File: config.mk
export PLATFORM = sky130hd
export DESIGN_NAME = key_pulse_gen
export DESIGN_NICKNAME = d
export VERILOG_FILES = /design/src/rtl/key_pkg.sv /design/src/rtl/key_debounce_cell.sv /design/src/rtl/key_pulse_gen.sv
export SDC_FILE = /design/constraint.sdc
export NUM_CORES = 1
export LEC_CHECK = 0
export BUFFER_PORTS_ARGS = -buffer_cell sky130_fd_sc_hd__clkbuf_2
export CORE_ASPECT_RATIO = 1.5
export CORE_MARGIN = 3
export CORE_UTILIZATION = 30
export DETAILED_ROUTE_END_ITERATION = 8
export PLACE_DENSITY = 0.55
export SLEW_MARGIN = 25
export SYNTH_ARGS = -nofsm -noshare
export SYNTH_HDL_FRONTEND = slang
export SYNTH_SLANG_ARGS = --single-unit
File: constraint.sdc
create_clock -name clk -period 1.4 [get_ports clk]
set_input_delay 0.14 -clock clk [delete_from_list [all_inputs] [get_ports clk]]
set_output_delay 0.14 -clock clk [all_outputs]
set_load 0.02 [all_outputs]
File: src/rtl/key_pkg.sv
// rtl/key_pkg.sv - shared state encoding and default debounce length for key_pulse_gen
package key_pkg;

    typedef enum logic [1:0] {
        IDLE         = 2'd0,
        PRESS_WAIT   = 2'd1,
        PRESSED      = 2'd2,
        RELEASE_WAIT = 2'd3
    } key_state_t;

    localparam int KEY_STABLE_SIM = 4;

endpackage

File: src/rtl/key_debounce_cell.sv
// rtl/key_debounce_cell.sv - one key channel: 2-flop synchroniser, debounce FSM, stability counter
module key_debounce_cell
    import key_pkg::*;
#(
    parameter int STABLE_CYCLES = KEY_STABLE_SIM
) (
    input  logic clk,
    input  logic reset,
    input  logic key_raw,
    output logic pulse,
    output logic level
);

    localparam int CW = $clog2(STABLE_CYCLES + 1);
    localparam logic [CW-1:0] CNT_LAST = CW'(STABLE_CYCLES - 1);
    localparam logic [CW-1:0] CNT_ONE  = CW'(1);

    logic           sync1;
    logic           s;
    key_state_t     state;
    key_state_t     state_nxt;
    logic [CW-1:0]  cnt;
    logic [CW-1:0]  cnt_nxt;

    always_ff @(posedge clk) begin
        if (reset) begin
            sync1 <= 1'b0;
            s     <= 1'b0;
            state <= IDLE;
            cnt   <= '0;
        end else begin
            sync1 <= key_raw;
            s     <= sync1;
            state <= state_nxt;
            cnt   <= cnt_nxt;
        end
    end

    // pulse marks the PRESS_WAIT->PRESSED edge; the top registers it so it
    // appears in the first cycle spent in PRESSED
    always_comb begin
        state_nxt = state;
        cnt_nxt   = cnt;
        pulse     = 1'b0;
        case (state)
            IDLE: begin
                if (s) begin
                    state_nxt = PRESS_WAIT;
                    cnt_nxt   = CNT_ONE;
                end else begin
                    cnt_nxt = '0;
                end
            end
            PRESS_WAIT: begin
                if (!s) begin
                    state_nxt = IDLE;
                    cnt_nxt   = '0;
                end else if (cnt == CNT_LAST) begin
                    state_nxt = PRESSED;
                    cnt_nxt   = '0;
                    pulse     = 1'b1;
                end else begin
                    cnt_nxt = cnt + CNT_ONE;
                end
            end
            PRESSED: begin
                if (!s) begin
                    state_nxt = RELEASE_WAIT;
                    cnt_nxt   = CNT_ONE;
                end
            end
            RELEASE_WAIT: begin
                if (s) begin
                    state_nxt = PRESSED;
                    cnt_nxt   = '0;
                end else if (cnt == CNT_LAST) begin
                    state_nxt = IDLE;
                    cnt_nxt   = '0;
                end else begin
                    cnt_nxt = cnt + CNT_ONE;
                end
            end
            default: begin
                state_nxt = IDLE;
                cnt_nxt   = '0;
            end
        endcase
    end

    assign level = (state == PRESSED) || (state == RELEASE_WAIT);

endmodule

File: src/rtl/key_pulse_gen.sv
// rtl/key_pulse_gen.sv - two debounced key channels producing single-cycle en/clr pulses for counter
module key_pulse_gen
    import key_pkg::*;
#(
    parameter int STABLE_CYCLES = KEY_STABLE_SIM
) (
    input  logic       clk,
    input  logic       reset,
    input  logic       key_en_raw,
    input  logic       key_clr_raw,
    output logic       en,
    output logic       clr,
    output logic [1:0] pressed
);

    logic pulse_en;
    logic pulse_clr;
    logic level_en;
    logic level_clr;

    key_debounce_cell #(.STABLE_CYCLES(STABLE_CYCLES)) u_cell_en (
        .clk     (clk),
        .reset   (reset),
        .key_raw (key_en_raw),
        .pulse   (pulse_en),
        .level   (level_en)
    );

    key_debounce_cell #(.STABLE_CYCLES(STABLE_CYCLES)) u_cell_clr (
        .clk     (clk),
        .reset   (reset),
        .key_raw (key_clr_raw),
        .pulse   (pulse_clr),
        .level   (level_clr)
    );

    // clear wins in counter anyway, so a coincident count pulse is simply dropped
    always_ff @(posedge clk) begin
        if (reset) begin
            en  <= 1'b0;
            clr <= 1'b0;
        end else begin
            en  <= pulse_en & ~pulse_clr;
            clr <= pulse_clr;
        end
    end

    assign pressed = {level_clr, level_en};

endmodule
## Word-level counts from Yosys, hierarchy flattened

Index checks and enable logic that the tools add are counted.

- Mux-type cells: 32
- Eq/ne operators: 16
- Reduce and logical (&&, ||, !) cells: 6
- Bitwise operators: 2
- Add/sub/neg operators: 2

Operators with widths:

| kind | number |
|---|---|
| $mux W2 | 12 |
| $mux W3 | 8 |
| $pmux W3 S4 | 2 |
| $pmux W2 S4 | 2 |
| $eq A2 B2 Y1 const B | 4 |
| $mux W1 | 8 |
| $reduce_and A4 Y1 | 2 |
| $add A3 B1 Y3 const B | 2 |
| $eq A3 B2 Y1 const B | 2 |
| $ne A3 B1 Y1 const B | 2 |
| $ne A3 B3 Y1 const B | 2 |
| $eq A2 B1 Y1 const B | 2 |
| $logic_not A2 Y1 | 2 |
| $ne A2 B1 Y1 const B | 2 |
| $ne A2 B2 Y1 const B | 2 |
| $logic_or A1 B1 Y1 | 2 |
| $and A1 B1 Y1 | 1 |
| $not A1 Y1 | 1 |

- Output and inout bits: 4
- Word-level logic and storage cells: 68
- Bits in registers: 16
- Input bits: 4

## Logic depth before layout (Yosys ltp)

Gate-level depths: netlist of run 1.

- Depth in word-level cells: 6
- Gate-level depth with buffers: 4
- Depth with buffers taken out: 4

## Cells and area by module

Synthesis of run 1 repeated with hierarchy kept, for this count alone.

- Cells, all modules: 74
- Area total of the unflattened synthesis: 764.5 um^2

By module, submodules not included:

| module | instances | area each (um^2) | sequential area each (um^2) | cells an instance |
|---|---|---|---|---|
| key_debounce_cell | 2 | 345.3 | 140.1 | 34 |
| key_pulse_gen | 1 | 73.8 | 40.0 | 6 |

## Worst setup path after synthesis of run 1

Ideal clock, no wire load.

- Path kind: register to register
- Start point: register u_cell_en.cnt[0]
- End point: register u_cell_en.cnt[1]
- Path buffers: 0
- Period minus slack after synthesis: 1.162 ns
- Arrival time: 1.035 ns
- Setup time: 0.127 ns
- Cell stages (with the launch flop): 5
- Data required time: 1.273 ns
- Path slack: 0.238 ns
- Cells stage by stage: dfxtp_1 > ha_1 > nand3b_1 > nor4b_1 > or3_1

- Word-level cells in the longest chain between the ends: 4
- Elaborated cells between the ends (all ways): 6
- Those cells by class: add/sub: 1; eq/ne: 1; mux: 4

RTL lines:

| element | RTL line | RTL |
|---|---|---|
| from (decl) | key_debounce_cell.sv:22 | `logic [CW-1:0] cnt;` |
| from (signal assigned) | key_debounce_cell.sv:35 | `cnt <= cnt_nxt;` |
| $add A3 B1 Y3 / $eq A3 B2 Y1 (equally long branches) | n/a |  |
| $mux W3 * | key_debounce_cell.sv:58, key_debounce_cell.sv:76 |  |
| $mux W3 (on tied branches) | key_debounce_cell.sv:73, key_debounce_cell.sv:55 |  |
| $pmux W3 S4 * | key_debounce_cell.sv:45 | `case (state)` |

Every way passes the cells marked *; elsewhere a longest branch is shown, timed or not.
A chain may end at the register's enable or synchronous reset.

## Worst setup path in the final report of run 1

Same ends and word-level chain as after synthesis.

==> key figures, run 1 <==
Timing
  • Period Utilization, post-route: 88.37%
  • Pins Over Slew Limit: 0
  • Max-slew headroom: 79.27%
  • Fin. Hold Viols: 0
  • RSZ-0062 raised after global routing: false
  • Clock Skew: 0.005002 ns
  • Final setup vio count: 0
  • Final worst slack: 0.1628 ns
  • Slew @ Worst Pin: 0.3105 ns
  • Min Tclk post-route: 1.237 ns
  • Total Neg Setup Slack: 0 ns
  • Maximum clock rate: 0.8083 GHz

Min path
  • HP Class: primary input to flip-flop

Drt
  • DRC: 0
  • Initial drt markers: 7
  • DR WL/cell: 11.49 µm
  • Iteration count of the initial detailed-routing pass: 2
  • Routed Antenna Nets: 0
  • Routed vias/inst: 4.929
  • Total Wirelength: 1.126 mm
  • Routed vias: 483

Power and ir drop
  • PwrDens: 1044 nW/µm²
  • VDD IR max: 0.3877 mV
  • Leak pwr: 0.3162 nW

Cells and area
  • Register area: 320.3 µm²
  • Fillers: 237
  • Area of the multi-input gates: 345.3 µm²
  • Post-route cell area: 773.2 µm²
  • Area Growth Syn to Fin: 8.231%
  • Layout cells sized above 1: 22.67%
  • Ant diodes: 0
  • Layout Nets: 82

Synthesis
  • Post-synthesis mux area share: 1.401%
  • Syn_nets: 77
  • #FFs+latches synth: 16
  • Post-Syn Area per Cell: 10.06 µm²
  • Synthesized cell area: 714.4 µm²
  • Post-synth EDFFs: 0
  • Sequential share of the synthesized area: 44.83%
  • Largest family of logic cells by synthesized area: simple AND/OR/NAND/NOR gates
  • YS warnings: 0
  • Post-Synth XOR/XNOR Area: 2.452%
  • Synth Area in Compound Gates: 9.107%
  • Main synth FF type: dfxtp_1
  • Cells after synthesis: 71
  • Post-Synth Simple-Gate Area: 31.87%
  • Post-synth cell types: 30
  • Ys async rst share: 0%
  • Post-synthesis adder-cell area fraction: 3.503%

Critical path
  • Critical path startpoint category: flip-flop
  • Worst Path Required: 1.57 ns
  • CP Class: flip-flop to flip-flop
  • Critical-path maximum fanout: 3
  • Flop2flop setup slack: 0.16 ns
  • Worst Setup End Kind: flip-flop
  • Arrival @ worst endpoint: 1.41 ns

CTS
  • Reg clk slew, reported paths: 0.09 ns
  • CTS tree: done
  • H-tree levels: 1
  • Worst-skew pair later-pin latency: 0.28 ns
  • Resize count post-CTS: 0
  • CTS Sinks: 16
  • Hold_buf cts: 0
  • Root Buffer: clkbuf_4
  • Num CTS Buffers: 3
  • # Post-CTS Setup Buffers: 0
  • Worst-case clock buffer depth: 2

Placement
  • GP Congestion: 0.7581
  • DP Area: 737.0 µm²
  • Final HPWL DP: 827.1 µm
  • Number of port buffers: 7
  • Post-Place Setup Slack: 0.1695 ns

Outcome
  • Outcome: completed

GRT
  • Total GRT Usage: 9.358%
  • Antenna violations before repair: 0
  • Vias in the first global route: 480
  • Gr ovfl total: 0
  • Largest net degree at the start of global routing: 11
  • First-pass GRT wire length: 2.090 mm

Run
  • Max-Cap Viols: 0

Floorplanning
  • Ports: 8
  • Die area: 3015 µm²
  • Initial Util: 31.62%
  • Die Y: 65.77 µm
  • Core Box Area: 2260 µm²
  • Die width: 45.85 µm
  • Site Rows: 21
## where the power goes
group          total [mW]  switching (mW)  internal (mW)
clock network       0.305           0.147          0.158
logic              0.0301          0.0135         0.0166
registers           0.472         0.00893          0.463
total               0.808           0.169          0.638
## synthesized netlist by cell type (2+ instances only)
cell | number | area [µm²]
nor2b_1 | 7 | 43.79
buf_4 | 2 | 15.01
and3b_1 | 2 | 17.52
clkbuf_1 | 2 | 7.510
nor4b_1 | 3 | 26.28
dfxtp_1 | 16 | 320.3
o22ai_1 | 2 | 12.51
nand4b_1 | 2 | 17.52
nand2b_1 | 3 | 18.77
a21oi_1 | 4 | 20.02
nand2_1 | 2 | 7.510
nor2_1 | 4 | 15.01
ha_1 | 2 | 25.02
buf_2 | 3 | 15.01
xnor2_1 | 2 | 17.52
## worst paths after layout
path	startpoint	end	cells after the start
worst max register to register	u_cell_en.cnt[0]$_SDFFE_PP0N_	u_cell_en.cnt[1]$_SDFFE_PP0N_	4
worst min register to register	u_cell_en.sync1$_SDFF_PP0_	u_cell_en.s$_SDFF_PP0_	1
worst min-delay path	key_clr_raw	u_cell_clr.sync1$_SDFF_PP0_	2
worst max-delay path	u_cell_en.cnt[0]$_SDFFE_PP0N_	u_cell_en.cnt[1]$_SDFFE_PP0N_	4
## metal layers
metal  global-route usage, %  wire [µm]  up-vias
met5                       0          0        -
met4                   6.406         16        0
met3                   1.635         47        2
met2                   14.66        536        6
met1                   11.06        526      222
li1                        -          -      253
## stage by stage
| stage | hold WS [ns] | std cells | utilization, % | power (mW) |
|---|---|---|---|---|
| detailed placement | 0.3555 | 94 | 32.61 | 0.5138 |
| finish | 0.05921 | 98 | 34.22 | 0.8076 |
| CTS | 0.04757 | 98 | 34.22 | 0.8261 |
| global route | 0.08099 | 98 | 34.22 | 0.8546 |
| floorplan | 0.2682 | 71 | - | 0.5017 |
| global placement | 0.3534 | 94 | 32.61 | 0.5128 |
## cell usage in the layout, fill, tap and decap left out, types with 2 or more instances in the layout
cell type	instances
a21oi_1	4
and3b_1	2
clkbuf_2	7
clkbuf_4	3
dfxtp_1	16
ha_1	2
nand2_1	2
nand2b_1	3
nand4b_1	2
nor2_1	4
nor2b_1	7
nor4b_1	3
o22ai_1	2
xnor2_1	2
## area by class of cell
| class | count | share of cell area, % |
|---|---|---|
| multi-input cells | 47 | 44.66 |
| flip-flops and latches | 16 | 41.42 |
| repair buffers | 8 | 5.502 |
| clock buffers | 4 | 4.693 |
| well taps | 23 | 3.722 |
## critical path, stage by stage (launching register included)
cell and delay (ns):
dfxtp_1 0.33, ha_1 0.29, nand3b_1 0.11, nor4b_1 0.06
or3_1 0.34
## kinds of logic (layout without fill, tap and decap cells)
group	count (synthesis)	after routing
and+or+nand+nor	32	32
xor gates and xnor gates	2	2
AOI/OAI and AO/OA	10	10
buffers and inverters	8	12
adders and majority gates	2	2
muxes	1	1
DFF	16	16
(Power assumes the default switching activity.)
==> inputs of run 2 (changes only) <==
--- a/config.mk
+++ b/config.mk
@@ -5,12 +5,13 @@
 export SDC_FILE = /design/constraint.sdc
 export NUM_CORES = 1
 export LEC_CHECK = 0
+export ABC_AREA = 1
 export BUFFER_PORTS_ARGS = -buffer_cell sky130_fd_sc_hd__clkbuf_2
 export CORE_ASPECT_RATIO = 1.5
 export CORE_MARGIN = 3
 export CORE_UTILIZATION = 30
 export DETAILED_ROUTE_END_ITERATION = 8
-export PLACE_DENSITY = 0.55
+export PLACE_DENSITY = 0.56
 export SLEW_MARGIN = 25
 export SYNTH_ARGS = -nofsm -noshare
 export SYNTH_HDL_FRONTEND = slang
==> run 2 against run 1 <==
Cell count is 21% higher. Register-to-register slack better by 0.16 ns. Fmax is 15% higher.
==> key figures, run 2 <==
Power and ir drop
  • Final Power: 739.6 µW
  • Part of the power in registers: 63.5%
  • Sw frac: 22.41%
  • Sw Pwr: 165.8 µW
  • Clk pwr share: 32.4%
  • Comb pwr share: 4.2%
  • Leak pwr: 0.3447 nW
  • PwrDens: 1007 nW/µm²
  • VDD IR max: 0.5432 mV
  • Int Pwr: 573.8 µW

Min path
  • WHS Path Cells: 3
  • HP Class: primary input to flip-flop
  • Hold Path Sink: u_cell_en.sync1$_SDFF_PP0_
  • Critical hold path startpoint: key_en_raw

Cells and area
  • Register area: 320.3 µm²
  • Area Growth Syn to Fin: 5.197%
  • Post-route insts no fill: 119
  • Ant diodes: 0
  • Layout cells sized above 1: 13.40%
  • Fillers: 210
  • Layout Nets: 105
  • Area of the multi-input gates: 264.0 µm²
  • Commonest cells after routing, fill and taps aside: nand2_1 (20), dfxtp_1 (16), inv_1 (15), nand3_1 (11), nor2_1 (9)
  • Post-route cell area: 734.5 µm²
  • Most common cell after layout, fill and taps aside: nand2_1

Critical path
  • Critical-path maximum fanout: 6
  • CP Class: flip-flop to flip-flop
  • Top delay family on crit path: flip-flops
  • Arrival @ worst endpoint: 1.25 ns
  • Bufs and invs on worst path: 0
  • Flop2flop setup slack: 0.33 ns
  • FF-to-FF path depth: 4
  • Critical path startpoint category: flip-flop
  • Worst path cell trace: ha_1 -> nand3_2 -> o21ai_0 -> nor2_1
  • Worst Setup End Kind: flip-flop
  • Worst Path Required: 1.58 ns
  • Crit Reg-Reg Startpoint: u_cell_clr.cnt[0]$_SDFFE_PP0N_
  • CP max stage delay: 0.36 ns
  • Slowest CP cell: dfxtp_1

Synthesis
  • Post-synth EDFFs: 0
  • Ys async rst share: 0%
  • Main synth FF type: dfxtp_1
  • Post-synth cell types: 19
  • #FFs+latches synth: 16
  • Post-Syn Area per Cell: 7.507 µm²
  • Top cells by count, synth: nand2_1 (20), dfxtp_1 (16), inv_1 (15)
  • Count leader, synth: nand2_1
  • Yosys top cell area share: 45.88%
  • Leading post-synthesis cells by cell area: dfxtp_1 (46%), nand2_1 (11%), inv_1 (8.1%), nand3_1 (7.9%), nor2_1 (4.8%)
  • Synthesized cell area: 698.2 µm²
  • Sequential share of the synthesized area: 45.88%
  • Cells after synthesis: 93
  • Syn_nets: 99
  • Yosys top cell by area: dfxtp_1
  • YS warnings: 0

CTS
  • Root Buffer: clkbuf_4
  • Worst-case clock buffer depth: 2
  • CTS Sinks: 16
  • # Post-CTS Setup Buffers: 0
  • CTS tree: done
  • Worst-skew pair later-pin latency: 0.28 ns
  • Resize count post-CTS: 0
  • Reg clk slew, reported paths: 0.09 ns
  • Hold_buf cts: 0
  • Num CTS Buffers: 3
  • H-tree levels: 1

Timing
  • Final setup vio count: 0
  • Fin. Hold Viols: 0
  • Max-slew headroom: 85.89%
  • Period Utilization, post-route: 76.66%
  • Clock Skew: 0.001160 ns
  • Maximum clock rate: 0.9318 GHz
  • Total Neg Setup Slack: 0 ns
  • Slew @ Worst Pin: 0.2117 ns
  • Pins Over Slew Limit: 0
  • Final hold slack: 0.03259 ns
  • RSZ-0062 raised after global routing: false
  • Min Tclk post-route: 1.073 ns

Drt
  • Total Wirelength: 1.167 mm
  • Routed vias: 557
  • DR WL/cell: 9.807 µm
  • Routed vias/inst: 4.681
  • Initial drt markers: 29
  • Iteration count of the initial detailed-routing pass: 4
  • Routed Antenna Nets: 0
  • DRC: 0

Placement
  • DP Area: 711.9 µm²
  • Final HPWL DP: 877.4 µm
  • Cells after DPL: 116
  • Number of port buffers: 7
  • GP Congestion: 0.8175

GRT
  • Total GRT Usage: 9.793%
  • Largest net degree at the start of global routing: 14
  • Gr ovfl total: 0
  • Antenna violations before repair: 0
  • Vias in the first global route: 547
  • First-pass GRT wire length: 2.145 mm

Outcome
  • Outcome: completed

Floorplanning
  • Initial Util: 32.82%
  • Die area: 2954 µm²
  • Die Y: 65.08 µm
  • Site Rows: 20
  • Core Box Area: 2127 µm²
  • Ports: 8
  • Die width: 45.39 µm

Run
  • Max-Cap Viols: 0
## run 2: cell families after synthesis
family / after synthesis / synth area share (%)
simple gates: 47 / 29.93
buf+inv: 22 / 16.31
flops: 16 / 45.88
compound gates: 6 / 4.300
fa+ha+maj: 2 / 3.584
## run 2: layout make-up
cell class | instances | share of cell area [%]
multi-input combinational | 55 | 35.95
tap | 22 | 3.748
sequential | 16 | 43.61
timing repair buffer | 7 | 4.770
inverter | 16 | 8.859
clock buffer | 3 | 3.066
## run 2: power groups by stage
stage	clock (mW)	sequential, mW	combinational (mW)
after floorplan	0	0.479	0.0298
after global placement	0	0.480	0.0306
after detailed placement	0	0.480	0.0312
after CTS	0.250	0.470	0.0312
after global routing	0.265	0.471	0.0361
final	0.239	0.470	0.0307
## run 2: how the worst max path moves through the flow
| stage | start | end | slack, ns | cells past startpoint |
|---|---|---|---|---|
| after global routing | u_cell_clr.cnt[0]$_SDFFE_PP0N_ | flip-flop | 0.20 | 4 |
| after CTS | u_cell_clr.cnt[0]$_SDFFE_PP0N_ | flip-flop | 0.32 | 4 |
| after floorplan | u_cell_clr.cnt[0]$_SDFFE_PP0N_ | flip-flop | 0.46 | 4 |
| final | u_cell_clr.cnt[0]$_SDFFE_PP0N_ | flip-flop | 0.33 | 4 |
| after detailed placement | u_cell_clr.cnt[0]$_SDFFE_PP0N_ | flip-flop | 0.34 | 4 |
| after global placement | u_cell_clr.cnt[0]$_SDFFE_PP0N_ | flip-flop | 0.36 | 4 |
## run 2: tightest hold or removal path, stage by stage
cell and delay (ns):
clkbuf_2 0.08, inv_1 0.04, nor2_1 0.03
## run 2: metal layers
metal  routed length (µm)  up-vias  track usage (%)  part of all wire, %
li1                     -      295                -                    -
met1                  493      242            11.05                   42
met2                  575       15            15.73                   49
met3                   57        5            1.944                  4.9
met4                   40        0            6.593                  3.4
met5                    0        -                0                    0
## run 2: per-stage QoR
stage | setup WS (ns) | utilization, %
3_5_place_dp | 0.3356 | 33.47
4_1_cts | 0.3175 | 34.53
2_1_floorplan | 0.4577 | -
6_report | 0.3268 | 34.53
5_1_grt | 0.1953 | 34.53
3_3_place_gp | 0.3633 | 33.47
